### src/rtl/aes_apb_pkg.sv
// aes_apb_pkg: register map, sequencer state encoding and block<->word packing for aes_apb_seq
package aes_apb_pkg;
  localparam logic [15:0] A_START = 16'h0000;
  localparam logic [15:0] A_SIZE  = 16'h0004;
  localparam logic [15:0] A_KEY   = 16'h2000;
  localparam logic [15:0] A_PT    = 16'h4000;
  localparam logic [15:0] A_CT    = 16'h6000;
  localparam logic [15:0] A_IEN   = 16'hA000;
  localparam logic [15:0] A_PEND  = 16'hA004;
  localparam logic [15:0] A_IMSK  = 16'hA008;
  typedef enum logic [3:0] {
    S_IDLE, S_W_PT, S_W_KEY, S_W_IEN, S_W_SIZE, S_W_START,
    S_WAIT_INT, S_R_PEND, S_W_CLR, S_R_CT, S_OUT
  } state_t;
  typedef logic [3:0][31:0] blk_words_t;
  // Block byte j sits at [127-8j -: 8]; word k = {byte4k+3, byte4k+2, byte4k+1, byte4k}.
  function automatic blk_words_t pack_blk(input logic [127:0] b);
    blk_words_t w;
    for (int k = 0; k < 4; k++)
      for (int i = 0; i < 4; i++)
        w[k][8*i +: 8] = b[127-8*(4*k+i) -: 8];
    return w;
  endfunction
  function automatic logic [127:0] unpack_blk(input blk_words_t w);
    logic [127:0] b;
    for (int k = 0; k < 4; k++)
      for (int i = 0; i < 4; i++)
        b[127-8*(4*k+i) -: 8] = w[k][8*i +: 8];
    return b;
  endfunction
endpackage

### src/rtl/apb_xfer.sv
// apb_xfer: single APB transfer engine (SETUP then ACCESS, no PREADY)
//   req_i/write_i/addr_i/wdata_i : transfer request, held by the sequencer until done_o
//   done_o/rdata_o               : pulse in the ACCESS cycle; rdata_o valid at the edge ending it
//   psel_o..pwdata_o             : APB master outputs, all zero while no request is pending
module apb_xfer (
  input  logic        clk_i,
  input  logic        rst_i,
  input  logic        req_i,
  input  logic        write_i,
  input  logic [15:0] addr_i,
  input  logic [31:0] wdata_i,
  input  logic [31:0] prdata_i,
  output logic        done_o,
  output logic [31:0] rdata_o,
  output logic        psel_o,
  output logic        penable_o,
  output logic        pwrite_o,
  output logic [15:0] paddr_o,
  output logic [31:0] pwdata_o
);
  logic phase_q, phase_d;
  // A request still held after done starts the next SETUP immediately, keeping psel high.
  assign phase_d   = req_i & ~phase_q;
  assign done_o    = req_i & phase_q;
  assign rdata_o   = prdata_i;
  assign psel_o    = req_i;
  assign penable_o = req_i & phase_q;
  assign pwrite_o  = req_i & write_i;
  assign paddr_o   = req_i ? addr_i : '0;
  assign pwdata_o  = (req_i & write_i) ? wdata_i : '0;
  always_ff @(posedge clk_i) begin
    if (rst_i) phase_q <= 1'b0;
    else       phase_q <= phase_d;
  end
endmodule

### src/rtl/aes_apb_seq.sv
// aes_apb_seq: APB master sequencer driving one AES coprocessor operation per accepted block
//   iClk/iRst                   : clock, synchronous active-high reset
//   iInValid/oInReady           : input stream (iText, iKey, iKeyLoad), ready only in IDLE
//   oPsel..oPwdata, iPrdata     : APB master port to the coprocessor
//   iInt                        : coprocessor interrupt level
//   oOutValid/iOutReady/oCipher : ciphertext output stream
//   oTimeout/oBusy              : sticky interrupt-timeout flag, not-idle indicator
module aes_apb_seq
  import aes_apb_pkg::*;
#(
  parameter int TIMEOUT_CYC = 4096,
  parameter int BYTE_SIZE   = 16
) (
  input  logic         iClk,
  input  logic         iRst,
  input  logic         iInValid,
  output logic         oInReady,
  input  logic         iKeyLoad,
  input  logic [127:0] iKey,
  input  logic [127:0] iText,
  output logic         oPsel,
  output logic         oPenable,
  output logic         oPwrite,
  output logic [15:0]  oPaddr,
  output logic [31:0]  oPwdata,
  input  logic [31:0]  iPrdata,
  input  logic         iInt,
  output logic         oOutValid,
  input  logic         iOutReady,
  output logic [127:0] oCipher,
  output logic         oTimeout,
  output logic         oBusy
);
  localparam int TW = $clog2(TIMEOUT_CYC + 1);
  state_t       state_q, state_d;
  logic [1:0]   cnt_q, cnt_d;
  logic [TW-1:0] tmo_q, tmo_d;
  logic         timeout_q, timeout_d;
  blk_words_t   ct_q, ct_d;
  logic [127:0] text_q, key_q;
  logic         load_key_q, key_loaded_q;
  logic         accept, req, wr, done;
  logic [15:0]  addr, offs;
  logic [31:0]  wdata, rdata;
  blk_words_t   pt_w, key_w;
  assign accept    = (state_q == S_IDLE) & iInValid;
  assign pt_w      = pack_blk(text_q);
  assign key_w     = pack_blk(key_q);
  assign offs      = {12'd0, cnt_q, 2'b00};
  assign oInReady  = state_q == S_IDLE;
  assign oBusy     = state_q != S_IDLE;
  assign oOutValid = state_q == S_OUT;
  assign oCipher   = unpack_blk(ct_q);
  assign oTimeout  = timeout_q;
  apb_xfer u_xfer (
    .clk_i    (iClk),
    .rst_i    (iRst),
    .req_i    (req),
    .write_i  (wr),
    .addr_i   (addr),
    .wdata_i  (wdata),
    .prdata_i (iPrdata),
    .done_o   (done),
    .rdata_o  (rdata),
    .psel_o   (oPsel),
    .penable_o(oPenable),
    .pwrite_o (oPwrite),
    .paddr_o  (oPaddr),
    .pwdata_o (oPwdata)
  );
  always_comb begin
    state_d   = state_q;
    cnt_d     = cnt_q;
    tmo_d     = tmo_q;
    timeout_d = timeout_q;
    ct_d      = ct_q;
    req       = 1'b0;
    wr        = 1'b0;
    addr      = '0;
    wdata     = '0;
    case (state_q)
      S_IDLE: begin
        if (iInValid) begin
          state_d   = S_W_PT;
          cnt_d     = '0;
          timeout_d = 1'b0;
        end
      end
      S_W_PT: begin
        req   = 1'b1;
        wr    = 1'b1;
        addr  = A_PT | offs;
        wdata = pt_w[cnt_q];
        if (done) begin
          cnt_d = cnt_q + 2'd1;
          if (cnt_q == 2'd3) state_d = load_key_q ? S_W_KEY : S_W_IEN;
        end
      end
      S_W_KEY: begin
        req   = 1'b1;
        wr    = 1'b1;
        addr  = A_KEY | offs;
        wdata = key_w[cnt_q];
        if (done) begin
          cnt_d = cnt_q + 2'd1;
          if (cnt_q == 2'd3) state_d = S_W_IEN;
        end
      end
      S_W_IEN: begin
        req   = 1'b1;
        wr    = 1'b1;
        addr  = cnt_q[0] ? A_IMSK : A_IEN;
        wdata = 32'd1;
        if (done) begin
          cnt_d   = cnt_q[0] ? 2'd0 : 2'd1;
          state_d = cnt_q[0] ? S_W_SIZE : S_W_IEN;
        end
      end
      S_W_SIZE: begin
        req   = 1'b1;
        wr    = 1'b1;
        addr  = A_SIZE;
        wdata = 32'(BYTE_SIZE);
        if (done) state_d = S_W_START;
      end
      S_W_START: begin
        req   = 1'b1;
        wr    = 1'b1;
        addr  = A_START;
        wdata = 32'd1;
        if (done) begin
          state_d = S_WAIT_INT;
          tmo_d   = '0;
        end
      end
      S_WAIT_INT: begin
        // The counter keeps its value across a spurious-interrupt round trip.
        if (iInt) state_d = S_R_PEND;
        else if (tmo_q == TW'(TIMEOUT_CYC - 1)) begin
          state_d   = S_IDLE;
          timeout_d = 1'b1;
        end else tmo_d = tmo_q + 1'b1;
      end
      S_R_PEND: begin
        req  = 1'b1;
        addr = A_PEND;
        if (done) state_d = rdata[0] ? S_W_CLR : S_WAIT_INT;
      end
      S_W_CLR: begin
        req   = 1'b1;
        wr    = 1'b1;
        addr  = A_PEND;
        wdata = 32'd1;
        if (done) begin
          state_d = S_R_CT;
          cnt_d   = '0;
        end
      end
      S_R_CT: begin
        req  = 1'b1;
        addr = A_CT | offs;
        if (done) begin
          ct_d[cnt_q] = rdata;
          cnt_d       = cnt_q + 2'd1;
          if (cnt_q == 2'd3) state_d = S_OUT;
        end
      end
      S_OUT: begin
        if (iOutReady) state_d = S_IDLE;
      end
      default: state_d = S_IDLE;
    endcase
  end
  always_ff @(posedge iClk) begin
    if (iRst) begin
      state_q      <= S_IDLE;
      cnt_q        <= '0;
      tmo_q        <= '0;
      timeout_q    <= 1'b0;
      ct_q         <= '0;
      text_q       <= '0;
      key_q        <= '0;
      load_key_q   <= 1'b0;
      key_loaded_q <= 1'b0;
    end else begin
      state_q   <= state_d;
      cnt_q     <= cnt_d;
      tmo_q     <= tmo_d;
      timeout_q <= timeout_d;
      ct_q      <= ct_d;
      if (accept) begin
        text_q     <= iText;
        key_q      <= iKey;
        // With no key loaded since reset the key must be written regardless of iKeyLoad.
        load_key_q <= iKeyLoad | ~key_loaded_q;
      end
      if (state_q == S_W_KEY) key_loaded_q <= 1'b1;
    end
  end
endmodule

### config.mk
export PLATFORM = sky130hd
export DESIGN_NAME = aes_apb_seq
export DESIGN_NICKNAME = d
export VERILOG_FILES = /design/src/rtl/aes_apb_pkg.sv /design/src/rtl/apb_xfer.sv /design/src/rtl/aes_apb_seq.sv
export SDC_FILE = /design/constraint.sdc
export NUM_CORES = 1
export LEC_CHECK = 0
export CAP_MARGIN = 20
export CORE_UTILIZATION = 52
export DETAILED_ROUTE_END_ITERATION = 8
export PLACE_DENSITY_LB_ADDON = 0.25
export SLEW_MARGIN = 20
export SYNTH_ARGS = -nofsm -noshare
export SYNTH_HDL_FRONTEND = slang
export SYNTH_HIERARCHICAL = 1
export SYNTH_SLANG_ARGS = --single-unit
### constraint.sdc
create_clock -name iClk -period 6.35 [get_ports iClk]
set_input_delay 0.9525 -clock iClk [delete_from_list [all_inputs] [get_ports iClk]]
set_output_delay 0.9525 -clock iClk [all_outputs]
set_load 0.1 [all_outputs]
==> run metrics, run 1 <==
status=finished clean; Final Core Density=a little under three quarters; Max Fclk=0.189 GHz; Port Buffers=465; first drt pass iteration count=6; io pins=477; Max VDD drop=0.000562 V; FFs w/ async S/R, synth=0%; clock transition at the registers of the reported paths=0.06 ns; commonest non-fill, non-tap cells in the layout=784 x nand2_1, 464 x clkdlybuf4s50_1, 405 x dfxtp_1; largest net degree at the start of global routing=approximately 260; Root Driver=clkbuf_16; GRT Residual Overflow=0; first-pass GRT wire length=82900 um; CP peak stage delay=1.14 ns; number of H-tree levels=2; unrepaired setup endpoints after global routing=false; hold violation count in the final report=0; CTS Buf Count=42; vias per std cell=5.44; Synth Flop Type=dfxtp_1; DRT antenna net count=0; Hold WC Path Type=reg2reg; Setup CP Type=reg2out; post-synthesis instance area=17200 um2; worst-path cell chain=or2_2, nor2_1, a21oi_1, nor2_1, a21oi_4, buf_4, and3_2, clkdlybuf4s50_1; Yosys warning count=6; EDFF count, synth=0; area of the die=33800 um2; antenna violations before repair=19; Clock Skew=0.0164 ns; CTS tree=done; CP max-delay cell=clkdlybuf4s50_1; clk buf depth=3; Initial Utilization=between 50% and 60%; Slew @ Worst Pin=between 1 and 1.5 ns; Worst Setup End Kind=output port; std cell rows=66; Final Slew Violations=0; filler instances=2553; clock network latency to the later pin of the worst-skew pair=0.54 ns; core area=32500 um2; most used cell, CP=nor2_1; most common cell after layout, fill and taps aside=nand2_1; crit start category=register; Vias=15898; Final Critical Period=between 5 and 6 ns; P&R area growth vs syn=34.9%; total global-route track usage=31.7%; CP Max Fanout=34; Final setup viols=0; gpl congestion=around 0.9; hpwl dp=around 38000 um; DR DRC count=0; number of synthesized register bits=407; Seq/Total Area, Yosys=47.3%; layout cells sized above 1=8.37%; Routed wire per std cell=18.8 um; period utilization=83.3%; cts repair resizes=0; Max-slew headroom=between 8 and 9%; maxcap violations=0; Synth Instances=approximately 2100; nets@finish=2731; DRT iter0 DRCs=~1200; number of global-route vias before repair=14968; Leakage=8.17 nW; Die Wd=184 um; Post-Route WL=55000 um; syn avg cell area=8.21 um2; PD cells=378 nW/um2; Setup TNS=0 ns; Post-CTS Setup Bufs=0; Die Span Y=184 um; synth unique cells=60; hold_buf cts=0; Critical Path RT=5.40 ns; crit path DAT=4.34 ns; clock sink total=407
==> report_power, final <==
group	internal [mW]	total, mW	switching [mW]
Sequential	2.89	3.15	0.267
Combinational	0.952	3.06	2.10
Clock	1.53	2.55	1.03
Total	5.37	8.76	3.40
==> cell type report <==
| cell class | instances | area (um2) | area share [%] |
|---|---|---|---|
| diodes | 18 | 45.0 | 0.194 |
| clock buffers | 56 | 1240 | 5.33 |
| clock inverters | 18 | 201 | 0.868 |
| inverters | 9 | 33.8 | 0.146 |
| multi-input cells | 1487 | 8100 | 34.9 |
| flip-flops and latches | 407 | 8160 | 35.1 |
| well taps | 442 | 553 | 2.38 |
| repair buffers | 485 | 4880 | 21.0 |
==> critical path, delay by kind of cell, from the launching register on <==
family / cells / cell delay, ns
buffers and inverters: 2 / 1.46
flip-flops: 1 / 0.90
AO/OA/AOI/OAI: 2 / 0.78
AND/OR/NAND/NOR: 4 / 0.64
==> kinds of logic (layout without fill, tap and decap cells) <==
kind of cell	after synthesis	count (layout)	share of synthesized area [%]
mux	68	68	8.62
buf+inv	213	568	6.07
fa+ha+maj	5	5	0.364
compound gates	468	468	14.9
flops	407	407	47.3
other cells	1	29	0.0218
xor+xnor	9	9	0.458
simple gates	926	926	22.2
==> layer usage <==
layer | global-route usage, % | up-vias | wire (um)
met1 | 36.0 | 7442 | 20200
li1 | - | 7652 | -
met2 | 54.9 | 659 | 27700
met3 | 6.72 | 145 | 4110
met5 | 0 | - | 0
met4 | 18.4 | 0 | 2950
==> path summary, 6_finish.rpt <==
check | from | to | slack [ns] | depth (start not counted)
max | state_q[1] | oPwdata[27] | 1.06 | 8
min | u_xfer/phase_q | u_xfer/phase_q | 0.43 | 1
max reg2reg | state_q[1] | oCipher[74] | 2.37 | 12
min reg2reg | u_xfer/phase_q | u_xfer/phase_q | 0.43 | 1
==> sequential cells by signal, indices dropped and copies added, names as in the netlist, 2 cells and up <==
| signal | cells |
|---|---|
| oCipher | 128 |
| key_q | 128 |
| state_q | 4 |
| text_q | 128 |
| tmo_q | 13 |
| cnt_q | 2 |
==> Yosys cell counts (4+ instances only) <==
library cell | n | area (um2)
clkbuf_1 | 88 | 330
xor2_1 | 7 | 61.3
buf_1 | 9 | 33.8
clkbuf_2 | 5 | 25.0
inv_1 | 8 | 30.0
buf_2 | 59 | 295
and4_1 | 4 | 35.0
and2_1 | 25 | 156
a22o_1 | 30 | 263
o21ai_0 | 11 | 55.1
nand2_1 | 785 | 2950
ha_1 | 5 | 62.6
a21oi_1 | 400 | 2000
and3_2 | 31 | 233
mux4_2 | 64 | 1440
nand2b_1 | 4 | 25.0
nor2_1 | 29 | 109
nor2b_1 | 10 | 62.6
nor3_1 | 10 | 50.1
buf_4 | 42 | 315
dfxtp_1 | 407 | 8150
nand3_1 | 6 | 30.0
==> through the flow <==
| step | total power [mW] | hold slack [ns] | worst slack, ns | cell area, um2 | cells |
|---|---|---|---|---|---|
| 2_1_floorplan | 5.47 | 0.401 | 2.85 | 17200 | 2107 |
| 3_3_place_gp | 6.17 | 0.415 | 1.70 | 21700 | 2829 |
| 3_5_place_dp | 6.23 | 0.420 | 1.66 | 21700 | 2829 |
| 4_1_cts | 8.77 | 0.432 | 1.09 | 23100 | 2903 |
| 5_1_grt | 9.15 | 0.442 | 0.861 | 23200 | 2921 |
| 6_report | 8.76 | 0.428 | 1.06 | 23200 | 2922 |
Note: power is estimated with default switching activity, not from simulation.
==> run 2: changes to the inputs <==
Settings changed: CORE_UTILIZATION 52 to 48.
Clock period 6.35 ns to 5.4 ns, I/O delays scaled along.
==> run 2 against run 1 <==
Net effect:
- clock power increased by 16%
- utilization is 5.1 points lower
- count of clock-buffer cells in the layout rose by 6
- combinational power grew 17%
- non-clock buffer count rose by 4
- via count rose by 2.0%
- sequential share of layout area increased by 0.16 points
- flip-flop and latch count unchanged
- wire length rose by 9.1%
- global-route usage grew 0.18 points
- largest power group unchanged
- highest routed layer is now met5
==> run metrics, run 2 (synthesis gave the netlist of run 1 again) <==
Hold WC Path Type=reg2reg; CTS Buf Count=43 (+2.4%); number of global-route vias before repair=15592 (+4.2%); Worst Setup End Kind=output port; hpwl dp=43000 um (+13%); Die Span Y=191 um (+4.0%); first-pass GRT wire length=88800 um (+7.1%); crit path DAT=3.46 ns (-0.88 ns); DRT antenna net count=0 (unchanged); Setup CP Type=reg2out; Post-Route WL=60000 um (+9.1%); io pins=477 (unchanged); Final Critical Period=4.27 ns; Max-slew headroom=28.0% (+20 points); std cell rows=68 (+3.0%); largest net degree at the start of global routing=218 (-16%); Max VDD drop=0.000445 V (-21%); clk buf depth=3 (unchanged); clock network latency to the later pin of the worst-skew pair=0.54 ns (about the same); layout cells sized above 1=9.82% (+1.5 points); Post-CTS Setup Bufs=0 (unchanged); PD cells=448 nW/um2 (+19%); GRT Residual Overflow=0 (unchanged); status=finished clean; first drt pass iteration count=6 (unchanged); antenna violations before repair=17 (-2); DRT iter0 DRCs=1141 (-0.95%); Critical Path RT=4.59 ns (-0.81 ns); Routed wire per std cell=20.4 um (+8.6%); unrepaired setup endpoints after global routing=false; Slew @ Worst Pin=1.08 ns (-0.297 ns); Final Slew Violations=0 (unchanged); vias per std cell=5.52 (+1.5%); gpl congestion=0.935 (+6.4%); Max Fclk=0.234 GHz; Initial Utilization=49.3% (-3.6 points); total global-route track usage=31.9% (+0.18 points); Leakage=8.23 nW (+0.71%); commonest non-fill, non-tap cells in the layout=784 x nand2_1, 424 x clkdlybuf4s50_1, 405 x dfxtp_1; hold_buf cts=0 (unchanged); Final setup viols=0 (unchanged); register area=8160 um2 (unchanged); clock sink total=407 (unchanged); number of H-tree levels=2 (unchanged); period utilization=79.0%; hold violation count in the final report=0 (unchanged); P&R area growth vs syn=34.2%; CTS tree=done; cts repair resizes=0 (unchanged); Power, Total=10.4 mW (+18%); Vias=16221 (+2.0%); clock transition at the registers of the reported paths=0.06 ns (about the same); core area=34900 um2 (+7.2%); Setup TNS=0 ns (unchanged); filler instances=2993 (+17%); most common cell after layout, fill and taps aside=nand2_1; Port Buffers=465 (unchanged); Clock Skew=0.0188 ns (+0.00236 ns); CP Max Fanout=30 (-12%); maxcap violations=0 (unchanged); crit start category=register; Die Wd=191 um (+4.0%); Root Driver=clkbuf_16; DR DRC count=0 (unchanged); Multi-input gate area=8100 um2 (unchanged); nets@finish=2736 (+0.18%); area of the die=36600 um2 (+8.2%)
==> run 2: cell count changes in the layout (fill, tap and decap cells not counted), sizes merged <==
cell           change
clkinvlp           +1
clkbuf             +6
buf               +44
clkdlybuf4s50     -40
inv                +1
clkinv             -9
bufinv             -1
==> run 2: final timing paths <==
check	cells after the start	slack, ns	startpoint	endpoint
worst max register to register	12	1.90	state_q[2]	oCipher[71]
worst min register to register	2	0.45	key_q[41]	key_q[41]
worst max-delay path	6	1.13	state_q[0]	oPwdata[8]
worst min-delay path	2	0.45	key_q[41]	key_q[41]
==> run 2: worst max-delay path, cell delays in order, from the launching register on <==
cell and delay (ns):
dfxtp_1 0.94, nand2_1 0.22, nor3_2 0.71, buf_4 0.35, a22o_1 0.17, and3_2 0.20, buf_4 0.30
==> run 2: power breakdown <==
group | leakage (nW) | total [mW] | switching [mW] | internal, mW
logic | 4.22 | 3.59 | 2.48 | 1.11
registers | 3.31 | 3.81 | 0.412 | 3.40
clock network | 0.688 | 2.96 | 1.20 | 1.76
total | 8.23 | 10.4 | 4.09 | 6.26
==> run 2: final cells by class <==
| cell class | instances | area share, % |
|---|---|---|
| diodes | 18 | 0.195 |
| clock buffers | 62 | 5.45 |
| clock inverters | 10 | 0.634 |
| inverters | 9 | 0.146 |
| multi-input cells | 1487 | 35.1 |
| flip-flops and latches | 407 | 35.3 |
| well taps | 455 | 2.46 |
| repair buffers | 489 | 20.7 |
==> run 2: metrics by stage <==
stage               cells  util [%]  worst slack (ns)  hold WS, ns  cell area (um2)
floorplan            2107         -              2.04        0.401            17200
global placement     2847      62.1              1.76        0.439            21700
CTS                  2919      66.1              1.12        0.446            23100
detailed placement   2847      62.1              1.71        0.428            21700
finish               2937      66.2              1.13        0.452            23100
global route         2929      66.2             0.955        0.465            23100
==> run 2: per-layer routing <==
layer	track usage, %	share of wire (%)	vias up	wire, um
met1	35.1	36	7698	21700
met4	17.6	5.6	2	3350
met3	7.99	8.0	151	4800
li1	-	-	7661	-
met2	55.9	50	709	30200
met5	0	0.020	-	12
